**src/rtl/divsqrt_normshift_pipe.sv**
```systemverilog
// divsqrt post-processing normalisation shifter: derives the normal/subnormal
// left-shift amount (plus early-termination term) and applies it over STAGES register stages.
module divsqrt_normshift_pipe #(
    parameter int NE             = 11,
    parameter int NF             = 52,
    parameter int NFS            = 23,
    parameter int DIVb           = 63,
    parameter int NORMSHIFTSZ    = 128,
    parameter int LOGNORMSHIFTSZ = 7,
    parameter int RK             = 4,
    parameter int ETW            = 4,
    parameter int STAGES         = 2
) (
    input  logic                      clk,
    input  logic                      reset,
    input  logic                      Flush,
    input  logic                      InValid,
    output logic                      InReady,
    input  logic [DIVb:0]             DivQm,
    input  logic [NE+1:0]             DivQe,
    input  logic                      Fmt,
    input  logic [ETW-1:0]            EarlyTerm,
    output logic                      OutValid,
    input  logic                      OutReady,
    output logic [NORMSHIFTSZ-1:0]    Shifted,
    output logic [LOGNORMSHIFTSZ-1:0] ShiftAmt,
    output logic                      ResSubnorm,
    output logic                      SubnormShiftPos,
    output logic                      ShiftSat
);
    localparam int W    = (LOGNORMSHIFTSZ + STAGES - 1) / STAGES;
    localparam int AW   = W * STAGES;
    localparam int TW   = LOGNORMSHIFTSZ + ETW + 1;
    localparam int PADZ = NORMSHIFTSZ - DIVb - 1 - NF;

    logic [NE+1:0]             w_nfsel;
    logic [NE+1:0]             w_subshift;
    logic                      w_ressub;
    logic                      w_subpos;
    logic                      w_sat;
    logic [LOGNORMSHIFTSZ-1:0] w_base;
    logic [LOGNORMSHIFTSZ-1:0] w_amt;
    logic [TW-1:0]             w_total;
    logic [NORMSHIFTSZ-1:0]    w_data;
    logic                      w_unused;

    always_comb begin
        w_nfsel    = Fmt ? (NE+2)'(NF) : (NE+2)'(NFS);
        w_ressub   = DivQe[NE+1] | (DivQe == '0);
        w_subshift = w_nfsel + DivQe;
        w_subpos   = ~w_subshift[NE+1];
        if (w_ressub)
            w_base = w_subpos ? w_subshift[LOGNORMSHIFTSZ-1:0] : '0;
        else
            w_base = w_nfsel[LOGNORMSHIFTSZ-1:0];
        w_total = TW'(w_base) + TW'(EarlyTerm) * TW'(RK);
        w_sat   = w_total > TW'(NORMSHIFTSZ - 1);
        w_amt   = w_sat ? LOGNORMSHIFTSZ'(NORMSHIFTSZ - 1) : w_total[LOGNORMSHIFTSZ-1:0];
        w_data  = '0;
        w_data[PADZ +: DIVb+1] = DivQm;
    end

    // Subnormal shifts never exceed NF, so the upper SubShift bits carry no shift information.
    assign w_unused = ^w_subshift[NE:LOGNORMSHIFTSZ];

    logic [STAGES:0]           r_v;
    logic [NORMSHIFTSZ-1:0]    r_data [0:STAGES];
    logic [LOGNORMSHIFTSZ-1:0] r_amt  [0:STAGES];
    logic [STAGES:0]           r_sub;
    logic [STAGES:0]           r_pos;
    logic [STAGES:0]           r_sat;
    logic [STAGES:0]           w_adv;
    logic [AW-1:0]             w_amtpad [1:STAGES];
    logic [AW-1:0]             w_chunk  [1:STAGES];
    logic [NORMSHIFTSZ-1:0]    w_sh     [1:STAGES];

    // A stage advances if it or any later stage is empty, or the consumer takes the output.
    always_comb begin
        for (int unsigned k = 0; k <= STAGES; k++) begin
            w_adv[k] = OutReady | ~&(r_v | (((STAGES+1)'(1) << k) - (STAGES+1)'(1)));
        end
    end

    assign InReady = w_adv[0];

    always_comb begin
        for (int unsigned k = 1; k <= STAGES; k++) begin
            w_amtpad[k] = AW'(r_amt[k-1]);
            w_chunk[k]  = AW'(w_amtpad[k][(k-1)*W +: W]) << ((k-1)*W);
            w_sh[k]     = r_data[k-1] << w_chunk[k];
        end
    end

    always_ff @(posedge clk) begin
        if (reset) begin
            r_v   <= '0;
            r_sub <= '0;
            r_pos <= '0;
            r_sat <= '0;
            for (int unsigned k = 0; k <= STAGES; k++) begin
                r_data[k] <= '0;
                r_amt[k]  <= '0;
            end
        end else if (Flush) begin
            r_v <= '0;
        end else begin
            if (w_adv[0]) begin
                r_v[0] <= InValid;
                if (InValid) begin
                    r_data[0] <= w_data;
                    r_amt[0]  <= w_amt;
                    r_sub[0]  <= w_ressub;
                    r_pos[0]  <= w_subpos;
                    r_sat[0]  <= w_sat;
                end
            end
            for (int unsigned k = 1; k <= STAGES; k++) begin
                if (w_adv[k]) begin
                    r_v[k] <= r_v[k-1];
                    if (r_v[k-1]) begin
                        r_data[k] <= w_sh[k];
                        r_amt[k]  <= r_amt[k-1];
                        r_sub[k]  <= r_sub[k-1];
                        r_pos[k]  <= r_pos[k-1];
                        r_sat[k]  <= r_sat[k-1];
                    end
                end
            end
        end
    end

    assign OutValid        = r_v[STAGES];
    assign Shifted         = r_data[STAGES];
    assign ShiftAmt        = r_amt[STAGES];
    assign ResSubnorm      = r_sub[STAGES];
    assign SubnormShiftPos = r_pos[STAGES];
    assign ShiftSat        = r_sat[STAGES];

endmodule
```
**config.mk**
```make
export PLATFORM = sky130hd
export DESIGN_NAME = divsqrt_normshift_pipe
export DESIGN_NICKNAME = d
export VERILOG_FILES = /design/src/rtl/divsqrt_normshift_pipe.sv
export SDC_FILE = /design/constraint.sdc
export NUM_CORES = 1
export LEC_CHECK = 0
export ABC_AREA = 1
export CAP_MARGIN = 10
export CORE_ASPECT_RATIO = 0.75
export CORE_UTILIZATION = 55
export CTS_CLUSTER_DIAMETER = 50
export DETAILED_ROUTE_END_ITERATION = 8
export PLACE_DENSITY = 0.82
export SYNTH_ARGS = -nofsm -noshare
export SYNTH_HDL_FRONTEND = slang
export SYNTH_SLANG_ARGS = --single-unit
```
**constraint.sdc**
```tcl
create_clock -name clk -period 5.1 [get_ports clk]
set_input_delay 0.51 -clock clk [delete_from_list [all_inputs] [get_ports clk]]
set_output_delay 0.51 -clock clk [all_outputs]
set_load 0.01 [all_outputs]
```
==> reports/qor.yml <==
power_leakage_nw: 8.10
gp_congestion: 0.922
drt-initial-drc-count: 1719
worstPathRequired_ps: 5430
cts-htree-levels: 1
drt_wl_total_um: 41300
grt_pass1_vias: 12300
final_cells: 2424
vias: 13400
clk_pin_slew_ps: 60
drtPass1Iterations: 6
cp-start-kind: "input pin"
min_from: "r_pos[0]"
reg2reg_depth: 6
outcome: "finished, final reports clean"
root_buffer: "clkbuf_16"
hold_violations: 0
place_area_um2: 18100
end_kind: "flip-flop"
grt.total_usage_pct: 26.1
finalSetupTns_ps: 0
insertion_delay_ps: 590
combPwrFrac_pct: 15.8
antenna_found_initial: 0
p_int_mw: 4.45
postSynthCellCount: 1981
cts-resized-gates: 0
die_x_um: 205
crit_path_cell_trace: "clkdlybuf4s50_1 -> inv_1 -> ha_1 -> inv_1 -> fa_1 -> a21oi_1 -> nand3_1 -> nand3_1 -> nand2_1 -> o21ai_0 -> ha_1 -> inv_1 -> fa_1 -> o21ai_0 -> nand3_1 -> nand3b_1 -> nand2_1 -> nor2_1"
diodes: 0
num-fill-cells: 2498
crit_arrival_ps: 3740
p_seq_share_pct: 47.0
final.setup_skew_ps: 15.0
ys_seq_area_share_pct: 51.1
dieHeight_um: 154
routedWlPerCell_um: 17.0
fin_crit_ps: 3400
hold_ws_ps: 492
nets: 2099
syn_to_final_growth_pct: 13.2
antenna_left: 0
startpoint: "Fmt"
vias_per_cell: 5.54
crit_path_end: "r_amt[0][6]"
final-seq-area_um2: 8650
postSynthAreaPerCell_um2: 8.54
drc_errors: 0
critical_path_class: "in2reg"
synthesis.area_um2: 16900
coreArea_um2: 30200
cts_max_path_buffers: 3
clock-sinks: 292
rsz0062_at_grt: "no"
vdd_drop_max_uv: 278
numCtsBuffers: 31
grt_start_max_net_pins: 109
hpwl_um: 29800
slew_viol_final: 0
drive_above_1_share_pct: 5.73
io_pins: 227
max_slew.worst_pin.slew_ps: 1120
hold_path_class: "reg2reg"
crit_path_max_incr_delay_ps: 500
synth.distinct_cells: 40
reg2reg_from: "r_amt[0][2]"
critical_path.reg2reg.endpoint: "r_data[0][161]"
placed_cells: 2369
worstPathMaxFanout: 5
postCtsHoldBufs: 0
cts_tree: "yes"
yosysWarnings: 0
dieArea_um2: 31500
multi_input_area_um2: 6100
maxCapViolations: 0
fmax_ghz: 0.294
power.density_nw_per_um2: 318
setup_violations: 0
power_frac_clock_pct: 37.3
cp_slowest_cell: "clkdlybuf4s50_1"
overflow: 0
final_area_um2: 19200
start_util_pct: 56.0
postCtsSetupRepairBufs: 0
max_slew_margin_pct: 25.5
grt_pass1_wl_um: 64600
total_power_mw: 6.09
finalCritPeriodShare_pct: 66.7
switching_share_pct: 27.0
ys_ff_latch: 292
p_sw_mw: 1.64
place.port_buffers: 214
rrSetupSlack_ps: 2210
num_rows: 55
## registers in the layout, indices dropped and copies added, names as in the netlist
name and flops:
r_pos 3, r_amt 21, r_sub 3, r_data 259, r_v 3, r_sat 3
## through the flow
stage / util [%] / worst slack (ps)
final: 63.4 / 1700
after global routing: 63.4 / 1340
after CTS: 63.4 / 1720
after detailed placement: 60.0 / 1110
after global placement: 60.0 / 1250
after floorplan: - / 1040
## power groups by stage
stage / clock network, mW / logic (mW) / registers, mW
floorplan: 0 / 0.677 / 2.88
global placement: 0 / 0.926 / 2.91
detailed placement: 0 / 0.938 / 2.91
CTS: 2.30 / 0.945 / 2.86
global route: 2.38 / 1.06 / 2.87
finish: 2.27 / 0.962 / 2.86
## worst min path at each step
stage,cells past startpoint,endpoint
final,2,r_pos[1]
after detailed placement,2,r_pos[1]
after CTS,2,r_sub[2]
after global placement,2,r_sub[1]
after global routing,2,r_sub[2]
after floorplan,2,r_pos[0]
## layout by cell type (no fill, tap or decap), drive strengths merged, types with 9 or more instances in the layout
cell type | Yosys | final
a21oi | 55 | 55
a31oi | 9 | 9
buf | 203 | 19
clkbuf | 52 | 34
clkdlybuf4s50 | 0 | 214
clkinv | 1 | 14
conb | 1 | 12
dfxtp | 12 | 12
edfxtp | 280 | 280
inv | 160 | 163
mux2i | 53 | 53
nand2 | 541 | 541
nand3 | 139 | 139
nor2 | 202 | 202
nor3 | 17 | 17
o21ai | 176 | 176
o22ai | 32 | 32
or2 | 23 | 23
## layer usage
metal	up-vias	wire [µm]	global-route usage, %
met2	746	18100	39.7
li1	6440	-	-
met4	0	1180	7.07
met3	92	4400	5.21
met5	-	0	0
met1	6147	17600	38.0
## critical path, delay by kind of cell
kind | cells | cell delay, ps
compound gates | 3 | 600
simple gates | 7 | 710
buf+inv | 4 | 730
fa+ha+maj | 4 | 1180
## cell usage after synthesis, drive strengths merged
cell type	n	area, µm²
conb	1	3.75
clkbuf	52	195
ha	7	87.6
nand4	5	52.6
and2	3	18.8
o21a	1	7.51
edfxtp	280	8410
o21ai	176	881
nand2	541	2060
a31oi	9	56.3
a21oi	55	275
inv	160	601
fa	2	40.0
buf	203	1430
mux2i	53	531
nand3b	2	27.5
xor2	3	26.3
xnor2	2	17.5
nor2	202	763
nand3	139	706
clkinv	1	3.75
dfxtp	12	240
nor3	17	145
o22ai	32	200
or2	23	144
## area by class of cell
class | instances | share of cell area [%]
Clock buffer | 34 | 4.11
Clock inverter | 21 | 1.24
Inverter | 161 | 3.15
Multi-Input combinational cell | 1284 | 31.8
Sequential cell | 292 | 45.1
Tap cell | 399 | 2.61
Timing Repair Buffer | 233 | 11.9
## logic make-up after synthesis
logic type,share of synthesized area [%]
xor gates and xnor gates,0.259
AOI/OAI and AO/OA,8.39
DFF,51.1
and+or+nand+nor,23.1
buffers and inverters,13.2
other,0.0222
muxes,3.14
adders and majority gates,0.754
Power figures use the tool's default switching activity.
